==> src/rtl/instr_fetcher_pkg.sv <==
// Shared core encodings: scheduler (core_state) and fetcher (fetcher_state) states.
package instr_fetcher_pkg;

    typedef enum logic [2:0] {
        CORE_IDLE    = 3'b000,
        CORE_FETCH   = 3'b001,
        CORE_DECODE  = 3'b010,
        CORE_REQUEST = 3'b011,
        CORE_WAIT    = 3'b100,
        CORE_EXECUTE = 3'b101,
        CORE_UPDATE  = 3'b110,
        CORE_DONE    = 3'b111
    } core_state_t;

    typedef enum logic [2:0] {
        FETCH_IDLE     = 3'b000,
        FETCH_FETCHING = 3'b001,
        FETCH_FETCHED  = 3'b010
    } fetcher_state_t;

endpackage

==> src/rtl/instr_fetcher_buffer.sv <==
// Direct-mapped instruction buffer: valid/tag/data arrays, synchronous fill,
// combinational lookup, and a flush that always beats a coincident fill.
module instr_buffer #(
    parameter int ADDR_BITS = 8,
    parameter int DATA_BITS = 16,
    parameter int LINES     = 4
) (
    input  logic                 i_clk,
    input  logic                 i_reset,
    input  logic                 i_flush,
    input  logic                 i_wr_en,
    input  logic [ADDR_BITS-1:0] i_wr_addr,
    input  logic [DATA_BITS-1:0] i_wr_data,
    input  logic [ADDR_BITS-1:0] i_rd_addr,
    output logic                 o_hit,
    output logic [DATA_BITS-1:0] o_rd_data
);
    localparam int IDX_W = $clog2(LINES);

    logic [LINES-1:0]     r_valid;
    logic [ADDR_BITS-1:0] r_tag  [LINES];
    logic [DATA_BITS-1:0] r_data [LINES];

    logic [IDX_W-1:0] w_wr_idx;
    logic [IDX_W-1:0] w_rd_idx;

    assign w_wr_idx = i_wr_addr[IDX_W-1:0];
    assign w_rd_idx = i_rd_addr[IDX_W-1:0];

    always_ff @(posedge i_clk) begin
        if (i_reset || i_flush) begin
            r_valid <= '0;
        end else if (i_wr_en) begin
            r_valid[w_wr_idx] <= 1'b1;
        end
    end

    // Tag/data need no reset: a line is only trusted when its valid bit is set.
    always_ff @(posedge i_clk) begin
        if (i_wr_en && !i_flush) begin
            r_tag[w_wr_idx]  <= i_wr_addr;
            r_data[w_wr_idx] <= i_wr_data;
        end
    end

    assign o_hit     = r_valid[w_rd_idx] && (r_tag[w_rd_idx] == i_rd_addr);
    assign o_rd_data = r_data[w_rd_idx];

endmodule

==> src/rtl/instr_fetcher.sv <==
// Instruction fetcher: serves FETCH from a small direct-mapped buffer, falling
// back to a single valid/ready read from program memory on a miss.
module instr_fetcher
    import instr_fetcher_pkg::*;
#(
    parameter int PROGRAM_MEM_ADDR_BITS = 8,
    parameter int PROGRAM_MEM_DATA_BITS = 16,
    parameter int BUF_LINES             = 4
) (
    input  logic                             clk,
    input  logic                             reset,
    input  logic [2:0]                       core_state,
    input  logic [PROGRAM_MEM_ADDR_BITS-1:0] current_pc,
    input  logic                             flush,
    output logic                             mem_read_valid,
    output logic [PROGRAM_MEM_ADDR_BITS-1:0] mem_read_address,
    input  logic                             mem_read_ready,
    input  logic [PROGRAM_MEM_DATA_BITS-1:0] mem_read_data,
    output logic [2:0]                       fetcher_state,
    output logic [PROGRAM_MEM_DATA_BITS-1:0] instruction
);
    fetcher_state_t                   r_state;
    logic                             r_mem_read_valid;
    logic [PROGRAM_MEM_ADDR_BITS-1:0] r_mem_read_address;
    logic [PROGRAM_MEM_DATA_BITS-1:0] r_instruction;

    fetcher_state_t                   w_next_state;
    logic                             w_next_valid;
    logic [PROGRAM_MEM_ADDR_BITS-1:0] w_next_address;
    logic [PROGRAM_MEM_DATA_BITS-1:0] w_next_instruction;
    logic                             w_fill;
    logic                             w_hit;
    logic [PROGRAM_MEM_DATA_BITS-1:0] w_hit_data;

    instr_buffer #(
        .ADDR_BITS (PROGRAM_MEM_ADDR_BITS),
        .DATA_BITS (PROGRAM_MEM_DATA_BITS),
        .LINES     (BUF_LINES)
    ) u_instr_buffer (
        .i_clk     (clk),
        .i_reset   (reset),
        .i_flush   (flush),
        .i_wr_en   (w_fill),
        .i_wr_addr (r_mem_read_address),
        .i_wr_data (mem_read_data),
        .i_rd_addr (current_pc),
        .o_hit     (w_hit),
        .o_rd_data (w_hit_data)
    );

    always_ff @(posedge clk) begin
        if (reset) begin
            r_state            <= FETCH_IDLE;
            r_mem_read_valid   <= 1'b0;
            r_mem_read_address <= '0;
            r_instruction      <= '0;
        end else begin
            r_state            <= w_next_state;
            r_mem_read_valid   <= w_next_valid;
            r_mem_read_address <= w_next_address;
            r_instruction      <= w_next_instruction;
        end
    end

    always_comb begin
        w_next_state       = r_state;
        w_next_valid       = r_mem_read_valid;
        w_next_address     = r_mem_read_address;
        w_next_instruction = r_instruction;
        w_fill             = 1'b0;
        case (r_state)
            FETCH_IDLE: begin
                if (core_state == CORE_FETCH) begin
                    if (w_hit) begin
                        w_next_instruction = w_hit_data;
                        w_next_state       = FETCH_FETCHED;
                    end else begin
                        w_next_valid   = 1'b1;
                        w_next_address = current_pc;
                        w_next_state   = FETCH_FETCHING;
                    end
                end
            end
            FETCH_FETCHING: begin
                // Address stays latched; later current_pc changes do not matter.
                if (mem_read_ready) begin
                    w_next_valid       = 1'b0;
                    w_next_instruction = mem_read_data;
                    w_fill             = 1'b1;
                    w_next_state       = FETCH_FETCHED;
                end
            end
            FETCH_FETCHED: begin
                if (core_state == CORE_DECODE) begin
                    w_next_state = FETCH_IDLE;
                end
            end
            default: begin
                w_next_state = FETCH_IDLE;
                w_next_valid = 1'b0;
            end
        endcase
    end

    assign mem_read_valid   = r_mem_read_valid;
    assign mem_read_address = r_mem_read_address;
    assign fetcher_state    = r_state;
    assign instruction      = r_instruction;

endmodule

==> config.mk <==
export PLATFORM = sky130hd
export DESIGN_NAME = instr_fetcher
export DESIGN_NICKNAME = d
export VERILOG_FILES = /design/src/rtl/instr_fetcher_pkg.sv /design/src/rtl/instr_fetcher_buffer.sv /design/src/rtl/instr_fetcher.sv
export SDC_FILE = /design/constraint.sdc
export NUM_CORES = 1
export LEC_CHECK = 0
export ABC_AREA = 1
export ABC_CLOCK_PERIOD_IN_PS = 5100
export CORE_UTILIZATION = 33
export CTS_BUF_LIST = sky130_fd_sc_hd__clkbuf_16
export DETAILED_ROUTE_END_ITERATION = 10
export PLACE_DENSITY = 0.5
export SYNTH_ARGS = -nofsm -noshare
export SYNTH_HDL_FRONTEND = slang
export SYNTH_HIERARCHICAL = 1
export SYNTH_SLANG_ARGS = --single-unit
==> constraint.sdc <==
create_clock -name clk -period 5.1 [get_ports clk]
set_input_delay 1.53 -clock clk [delete_from_list [all_inputs] [get_ports clk]]
set_output_delay 1.53 -clock clk [all_outputs]
set_load 0.01 [all_outputs]
# == Yosys cells after proc, flatten, opt, wreduce, memory -nomap -nowiden ==
# Memory sizes are Yosys's and may differ from the RTL's.
# Cells that the tools add are included.
# word_totals
mem_bits_rw,96
reg_bits,32
mem_count,2
inputBits,31
out_inout_bits,28
wordCells,55
# classes
n_lt_le_gt_ge,3
reduce_logical,11
eq_ne,10
mux,21
bitwise_logic,3
# memory_table
memory,depth,word_bits,rd,rd_ports_with_merged_regs,wr,line,rtl
u_instr_buffer.r_data,4,16,1,0,1,instr_fetcher_buffer.sv:22,logic [DATA_BITS-1:0] r_data [LINES];
u_instr_buffer.r_tag,4,8,1,0,1,instr_fetcher_buffer.sv:21,logic [ADDR_BITS-1:0] r_tag [LINES];
# ops
cell,n
two-way mux 16 bit,3
case mux 16 bit (2 select lines),1
two-way mux 1 bit,9
two-way mux 3 bit,3
case mux 3 bit (3 select lines),1
equality test 8 bit,1
!= test 2 bit (second input constant),4
AND reduction 4 bit,2
equality test 3 x 1 -> 1 bit (second input constant),2
equality test 3 x 2 -> 1 bit (second input constant),2
less-than comparator 2 x 3 -> 1 bit (second input constant),2
AND reduction 3 bit,2
bitwise OR 4 bit,1
logical AND 1 bit,3
zero test 3 bit,1
case mux 1 bit (3 select lines),1
binary-select mux 1 bit (select 2 bit),1
demux 1 bit (select 2 bit),1
greater-or-equal comparator 2 x 1 -> 1 bit (second input constant),1
two-way mux 2 bit,1
!= test 2 x 1 -> 1 bit (second input constant),1
inverter 1 bit,2
nonzero test 2 bit,1
zero test 1 bit,1
logical OR 1 bit,1

# == Logic depth before layout (Yosys ltp) ==
# Gate-level depths: netlist of run 1.
# depth
depth_word,6
mapped_depth,18
ltp_nobuf,16

# == Cells and area by module ==
# The synthesis of run 1 kept the hierarchy.
# by_module_without_submodules
mod,cells_per_inst,instances,area_per_inst_um2,seq_area_each_um2
instr_buffer,300,1,3861.2,2962.8
instr_fetcher,216,1,1372.6,540.5

# == Worst setup path before layout of run 1 ==
# OpenSTA, ideal clock, no wires.
# synth_timing
path_type,input -> register
from,in mem_read_ready
to,"mem u_instr_buffer.r_data[2][0], enable pin"
setup_ps,405
arrival_time_ps,2933
n_path_buf,0
cell_stages,4
path_slack_ps,1762
required_time_ps,4695
path_cell_list,inv_1 nor2_1 nand3_1 nor2_1
# synth_between
elab_chain_len,5
# synth_lines
item,line,rtl
"start, declared",instr_fetcher.sv:17,"input logic mem_read_ready,"
two-way mux 1 bit,instr_fetcher.sv:86,if (mem_read_ready) begin
two-way mux 1 bit,instr_fetcher.sv:71,case (r_state)
named net w_fill,instr_fetcher.sv:31,logic w_fill;
logical AND 1 bit,instr_fetcher_buffer.sv:40,if (i_wr_en && !i_flush) begin
two-way mux 1 bit,instr_fetcher_buffer.sv:40,
two-way mux 1 bit (not written as such),instr_fetcher_buffer.sv:42,r_data[w_wr_idx] <= i_wr_data;
"end, declared",instr_fetcher_buffer.sv:22,
# The timed path passes the listed nets, and every way through them passes these cells.

# == Worst setup path in the final report of run 1 ==
# layout_timing
from,in current_pc[0]
to,reg r_instruction[0] (netlist: instruction[0])
# layout_between
elab_chain_len,5
word_cells_on_any_way,11
cone_classes,eq/ne: 2; mux: 5; reduce/logical: 2; memory: 2
# layout_lines
item,line,rtl
"start, declared",instr_fetcher.sv:13,"input logic [PROGRAM_MEM_ADDR_BITS-1:0] current_pc,"
memory read (4 x 8 bit) or binary-select mux 1 bit (select 2 bit) (tied branches),n/a,
equality test 8 bit or two-way mux 1 bit (tied branches),instr_fetcher_buffer.sv:46,assign o_hit = r_valid[w_rd_idx] && (r_tag[w_rd_idx] == i_rd_addr);
logical AND 1 bit (*),instr_fetcher_buffer.sv:46,
named net w_hit,instr_fetcher.sv:32,logic w_hit;
!= test 2 x 1 -> 1 bit (no line) (*),n/a,
AND reduction 4 bit (no line) (*),n/a,
"end signal, assigned",instr_fetcher.sv:61,r_instruction <= w_next_instruction;
"end, declared",instr_fetcher.sv:25,logic [PROGRAM_MEM_DATA_BITS-1:0] r_instruction;
# Mark *: on every way through the listed nets, which the timed path passes. The rest lies on a longest branch. The select of a mux whose other input is x is not followed.
# A chain may end at the register's enable or synchronous reset.

==> results of run 1 <==
path summary, 6_finish.rpt:
kind                                 endpoint  slack, ns  depth (start not counted)                 startpoint
setup / recovery               instruction[0]       1.33                         18              current_pc[0]
hold / removal      u_instr_buffer/r_valid[1]       0.45                          2  u_instr_buffer/r_valid[1]
setup reg to reg  u_instr_buffer/r_data[3][0]       2.67                          6           fetcher_state[1]
hold reg to reg     u_instr_buffer/r_valid[1]       0.45                          2  u_instr_buffer/r_valid[1]
sequential cells by signal (all words and copies together), names as in the netlist:
name and flops:
u_instr_buffer/r_data 64, u_instr_buffer/r_valid 4, fetcher_state 2, instruction 16, u_instr_buffer/r_tag 32, mem_read_valid 1
mem_read_address 8
per-layer routing:
layer  wire length, um  up-vias  track usage
met5                 0        -            0
met3               470       19       0.0384
met1              5450     1702        0.188
li1                  -     1847            -
met4               201        0       0.0796
met2              5960       65        0.270
worst max-delay path, stage by stage:
cell	delay (ns)
clkdlybuf4s50_1	0.50
buf_4	0.45
nand2_1	0.11
inv_1	0.06
nand2_1	0.04
nand2_1	0.06
nand2_1	0.04
nand2_1	0.10
nand2_1	0.06
nor2_1	0.08
nand2_1	0.05
nor2_1	0.14
inv_1	0.08
o21ai_2	0.16
nand3_4	0.32
nand2_1	0.16
nand2_1	0.06
nor2_1	0.10
Yosys cell counts (all sizes together):
| master | number |
|---|---|
| nand2 | 117 |
| edfxtp | 96 |
| nor2 | 96 |
| o21ai | 43 |
| nand3 | 42 |
| inv | 39 |
| dfxtp | 31 |
| buf | 18 |
| o22ai | 16 |
| a21oi | 7 |
| clkbuf | 5 |
| conb | 1 |
| nand3b | 1 |
| o21bai | 1 |
| o31ai | 1 |
| or2 | 1 |
| xor2 | 1 |
power by group through the flow:
stage	logic, mW	clock network (mW)	registers (mW)
floorplan	0.0725	0	1.15
global placement	0.144	0	1.15
detailed placement	0.145	0	1.15
CTS	0.146	1.13	1.13
global route	0.160	1.17	1.13
finish	0.142	1.10	1.13
stage by stage:
stage / power, mW / instances / hold WS, ns / setup WS (ns)
finish: 2.37 / 800 / 0.453 / 1.33
global route: 2.46 / 800 / 0.483 / 0.969
CTS: 2.40 / 800 / 0.450 / 1.27
detailed placement: 1.30 / 768 / 0.441 / 0.831
global placement: 1.29 / 768 / 0.446 / 0.851
floorplan: 1.22 / 516 / 0.428 / 1.76
final cells by class:
type                    count  area, um2
well taps                 211        264
multi-input cells         327       1460
repair buffers             64        623
clock inverters            15        114
fillers                  1512       8780
inverters                  39        149
flip-flops and latches    127       3500
clock buffers              17        425
logic make-up (layout without fill, tap and decap cells):
kind of cell / after synthesis / in the layout / synth area share
simple gates: 257 / 257 / 0.203
flops: 127 / 127 / 0.669
compound gates: 68 / 68 / 0.0705
buf+inv: 62 / 135 / 0.0545
other cells: 1 / 1 / 0.000717
xor+xnor: 1 / 1 / 0.00167
==> results.json, run 1 <==
{
  "pwr-share-clk": 0.464,
  "vias_per_cell": 4.54,
  "fp.coreArea_um2": 15300,
  "rows": 45,
  "cts_tree": "built",
  "slew_violations": 0,
  "final_area_um2": 6530,
  "post_cts_buffers": 0,
  "final_common_cell": "nand2_1",
  "fp.dieW_um": 128,
  "start_util": 0.342,
  "vias": 3633,
  "startpoint_type": "primary input",
  "die_h_um": 128,
  "dieArea_um2": 16400,
  "slew_headroom": 0.374,
  "htreeDepth": 4,
  "cts.sinks": 127,
  "synthTopCellsByArea": "edfxtp_1 55%, dfxtp_1 12%, nand2_1 8.3%",
  "ys_seq_elements": 127,
  "yosysUniqueCellTypes": 27,
  "tightest_slew_ns": 0.938,
  "drive_above_1_share": 0.0747,
  "rsz0062_at_grt": "false",
  "cts_buffers": 17,
  "clockBufferDepth": 2,
  "internal_power_mw": 1.88,
  "post_drt_wl_per_cell_um": 15.1,
  "clk_latency_ns": 0.41,
  "diodes": 0,
  "finalSetupViolCount": 0,
  "maxCapViolations": 0,
  "synth_area_um2": 5230,
  "yosys.area.top_type": "edfxtp_1",
  "synth_warnings": 6,
  "min_period_ns": 3.77,
  "final_cell_mix": "116 x nand2_1, 96 x edfxtp_1, 91 x nor2_1, 57 x clkdlybuf4s50_1",
  "syn_to_final_growth_pct": 24.8,
  "synth_top_area_frac": 0.551,
  "track_usage": 0.159,
  "postPlaceCellArea_um2": 5990,
  "fin_setup_tns_ns": 0,
  "pwr-share-comb": 0.060,
  "p_leak_nw": 2.52,
  "fin_skew_ns": 0.00975,
  "critPathKind": "primary input to register",
  "root_buffer": "clkbuf_16",
  "syn_nets": 547,
  "drtAntennaViolNets": 0,
  "ios": 59,
  "powerDensity_nw_per_um2": 363,
  "cp.arrival_ns": 4.12,
  "switching_share": 0.210,
  "antenna_found_initial": 0,
  "clock.fmax_mhz": 265,
  "grt_max_degree": 50,
  "drc": 0,
  "first_global_vias": 3526,
  "gp_congestion": 0.741,
  "netSwitchingPower_mw": 0.497,
  "min_path_type": "register to register",
  "portBuffers": 57,
  "syn_inst": 516,
  "cts.repair.resized": 0,
  "status": "complete, no violations",
  "overflow": 0,
  "p_seq_frac": 0.476,
  "drtIter0Drc": 258,
  "hold_violations": 0,
  "irDropWorstVdd_mv": 0.199,
  "critPathMaxFanout": 49,
  "hold_buffers": 0,
  "final_nets": 607,
  "final_util": 0.427,
  "endpoint_kind": "register",
  "detailed_place_hpwl_um": 7040,
  "syn_avg_cell_area_um2": 10.1,
  "timing.final.crit_share": 0.740,
  "grt_pass1_wl_um": 18800,
  "yosysSeqAreaShare": 0.669,
  "dr.pass1.iters": 4,
  "cp_data_required_time_ns": 5.45,
  "cts.clk_slew.worst_paths_ns": 0.05,
  "wirelength_um": 12100
}
Power figures use the tool's default switching activity.
==> run 2, diff against run 1 <==
- ABC_CLOCK_PERIOD_IN_PS: 5100 -> 3200
- PLACE_DENSITY: 0.5 -> 0.51
- clock period: 5.1 -> 3.2 ns (I/O delays scaled with it)
==> run 2 against run 1 <==
  * Final cell count rose by 1.6%
  * Die area did not move
  * Count of clock-buffer cells in the layout did not move
  * Non-clock buffer count rose by 13
  * Utilization rose by 0.90 points
  * Critical path type unchanged
  * Highest routed layer unchanged
==> results.json, run 2 (same netlist as run 1, synthesis figures left out) <==
{
  "critPathKind": "primary input to register",
  "switching_share": 0.219,
  "cts.repair.resized": 0,
  "portBuffers": 57,
  "cp_slowest_cell": "clkdlybuf4s50_1",
  "endpoint_kind": "register",
  "status": "complete, no violations",
  "top_register": "u_instr_buffer/r_data",
  "worst-r2r-cell-count": 5,
  "slowest_delay_ns": 0.46,
  "critPathTopFamily": "simple AND/OR/NAND/NOR gates",
  "hold_buffers": 0,
  "pwr-share-clk": 0.455,
  "die_h_um": 128,
  "internal_power_mw": 2.92,
  "cts_buffers": 17,
  "drtIter0Drc": 224,
  "final_nets": 620,
  "hold_violations": 0,
  "gp_congestion": 0.758,
  "detailed_place_hpwl_um": 7710,
  "dieArea_um2": 16400,
  "clock.fmax_mhz": 361,
  "fin_skew_ns": 0.00989,
  "cts.clk_slew.worst_paths_ns": 0.05,
  "rr_startpoint": "fetcher_state[0]",
  "track_usage": 0.165,
  "rows": 45,
  "post_drt_wl_per_cell_um": 15.4,
  "slew_headroom": 0.616,
  "ios": 59,
  "wirelength_um": 12500,
  "cts_tree": "built",
  "slew_violations": 0,
  "overflow": 0,
  "startpoint_type": "primary input",
  "cp_data_required_time_ns": 3.51,
  "dr.pass1.iters": 5,
  "clockBufferDepth": 2,
  "drive_above_1_share": 0.0947,
  "fp.dieW_um": 128,
  "whs_ns": 0.456,
  "cp.arrival_ns": 3.08,
  "drc": 0,
  "critPathMaxFanout": 14,
  "finalSetupViolCount": 0,
  "start_util": 0.342,
  "vias": 3775,
  "timing.final.crit_share": 0.865,
  "final_common_cell": "nand2_1",
  "worst_slack_ns": 0.432,
  "drtAntennaViolNets": 0,
  "tightest_slew_ns": 0.576,
  "maxCapViolations": 0,
  "irDropWorstVdd_mv": 0.430,
  "htreeDepth": 4,
  "antenna_found_initial": 0,
  "pwr-share-comb": 0.063,
  "diodes": 0,
  "vias_per_cell": 4.64,
  "clk_latency_ns": 0.42,
  "p_seq_frac": 0.482,
  "root_buffer": "clkbuf_16",
  "r2r_slack_ns": 1.01,
  "rsz0062_at_grt": "false",
  "min_to": "u_instr_buffer/r_valid[1]",
  "pre_cts_ws_ns": -0.0275,
  "grt_pass1_wl_um": 19700,
  "p_leak_nw": 2.59,
  "cp_cell_sequence": "clkdlybuf4s50_1 > inv_2 > nand2_1 > nand3_1 > nand2_1 > o21ai_0 > nor2_1 > nand2_1 > nor2_1 > inv_1 > nand2_1 > nor2_4 > inv_2 > nor2_1 > nor2_1",
  "fp.coreArea_um2": 15300,
  "min_period_ns": 2.77,
  "netSwitchingPower_mw": 0.819,
  "final_cell_mix": "116 x nand2_1, 96 x edfxtp_1, 91 x nor2_1, 57 x clkdlybuf4s50_1",
  "powerDensity_nw_per_um2": 560,
  "largest_reg_flops": 64,
  "syn_to_final_growth_pct": 27.5,
  "cts.sinks": 127,
  "worstReg2RegEnd": "u_instr_buffer/r_data[0][8]",
  "min_path_cells": 2,
  "grt_max_degree": 33,
  "min_path_type": "register to register",
  "hp-start": "u_instr_buffer/r_valid[1]",
  "crit_buf_inv": 4,
  "first_global_vias": 3643,
  "post_cts_buffers": 0
}
## run 2: changes by cell type in the layout (fill, tap and decap cells not counted), sizes merged
cell,delta
buf,+13
bufinv,-1
clkinvlp,+1
## run 2: stage by stage
stage	cells	utilization	total power [mW]	setup TNS, ns	instance area, um2
floorplan	516	-	1.95	0	5230
global placement	781	0.402	2.07	-0.0702	6150
detailed placement	781	0.402	2.07	-0.115	6150
CTS	813	0.436	3.77	0	6670
global route	813	0.436	3.87	0	6670
finish	813	0.436	3.74	0	6670
## run 2: worst max-delay path by stage
stage / from / to / cells past startpoint
floorplan: mem_read_ready / u_instr_buffer/r_data[2][0] / 4
global placement: current_pc[0] / mem_read_address[4] / 15
detailed placement: current_pc[0] / mem_read_address[7] / 15
CTS: current_pc[0] / mem_read_address[7] / 15
global route: current_pc[0] / mem_read_address[6] / 15
finish: current_pc[0] / mem_read_address[0] / 15
## run 2: power groups by stage
stage	Sequential, mW	Clock [mW]	Combinational [mW]
global route	1.80	1.80	0.264
CTS	1.80	1.73	0.241
detailed placement	1.83	0	0.240
finish	1.80	1.70	0.237
global placement	1.83	0	0.238
floorplan	1.83	0	0.116
## run 2: area by class of cell
type	count	area [um2]
clock buffers	17	425
clock inverters	15	91.3
fillers	1490	8640
inverters	39	149
multi-input cells	327	1460
flip-flops and latches	127	3500
well taps	211	264
repair buffers	77	783
## run 2: routing by layer
layer,share of wire,vias up,global-route usage
met5,0,-,0
met4,0.016,0,0.0630
met2,0.48,82,0.274
met3,0.039,19,0.0430
met1,0.46,1793,0.206
li1,-,1881,-
## run 2: worst register-to-register path: cells and delay by family, from the launching register on
family / cells / cell delay [ns]
buffers and inverters: 1 / 0.23
DFF: 1 / 0.68
and+or+nand+nor: 4 / 0.95
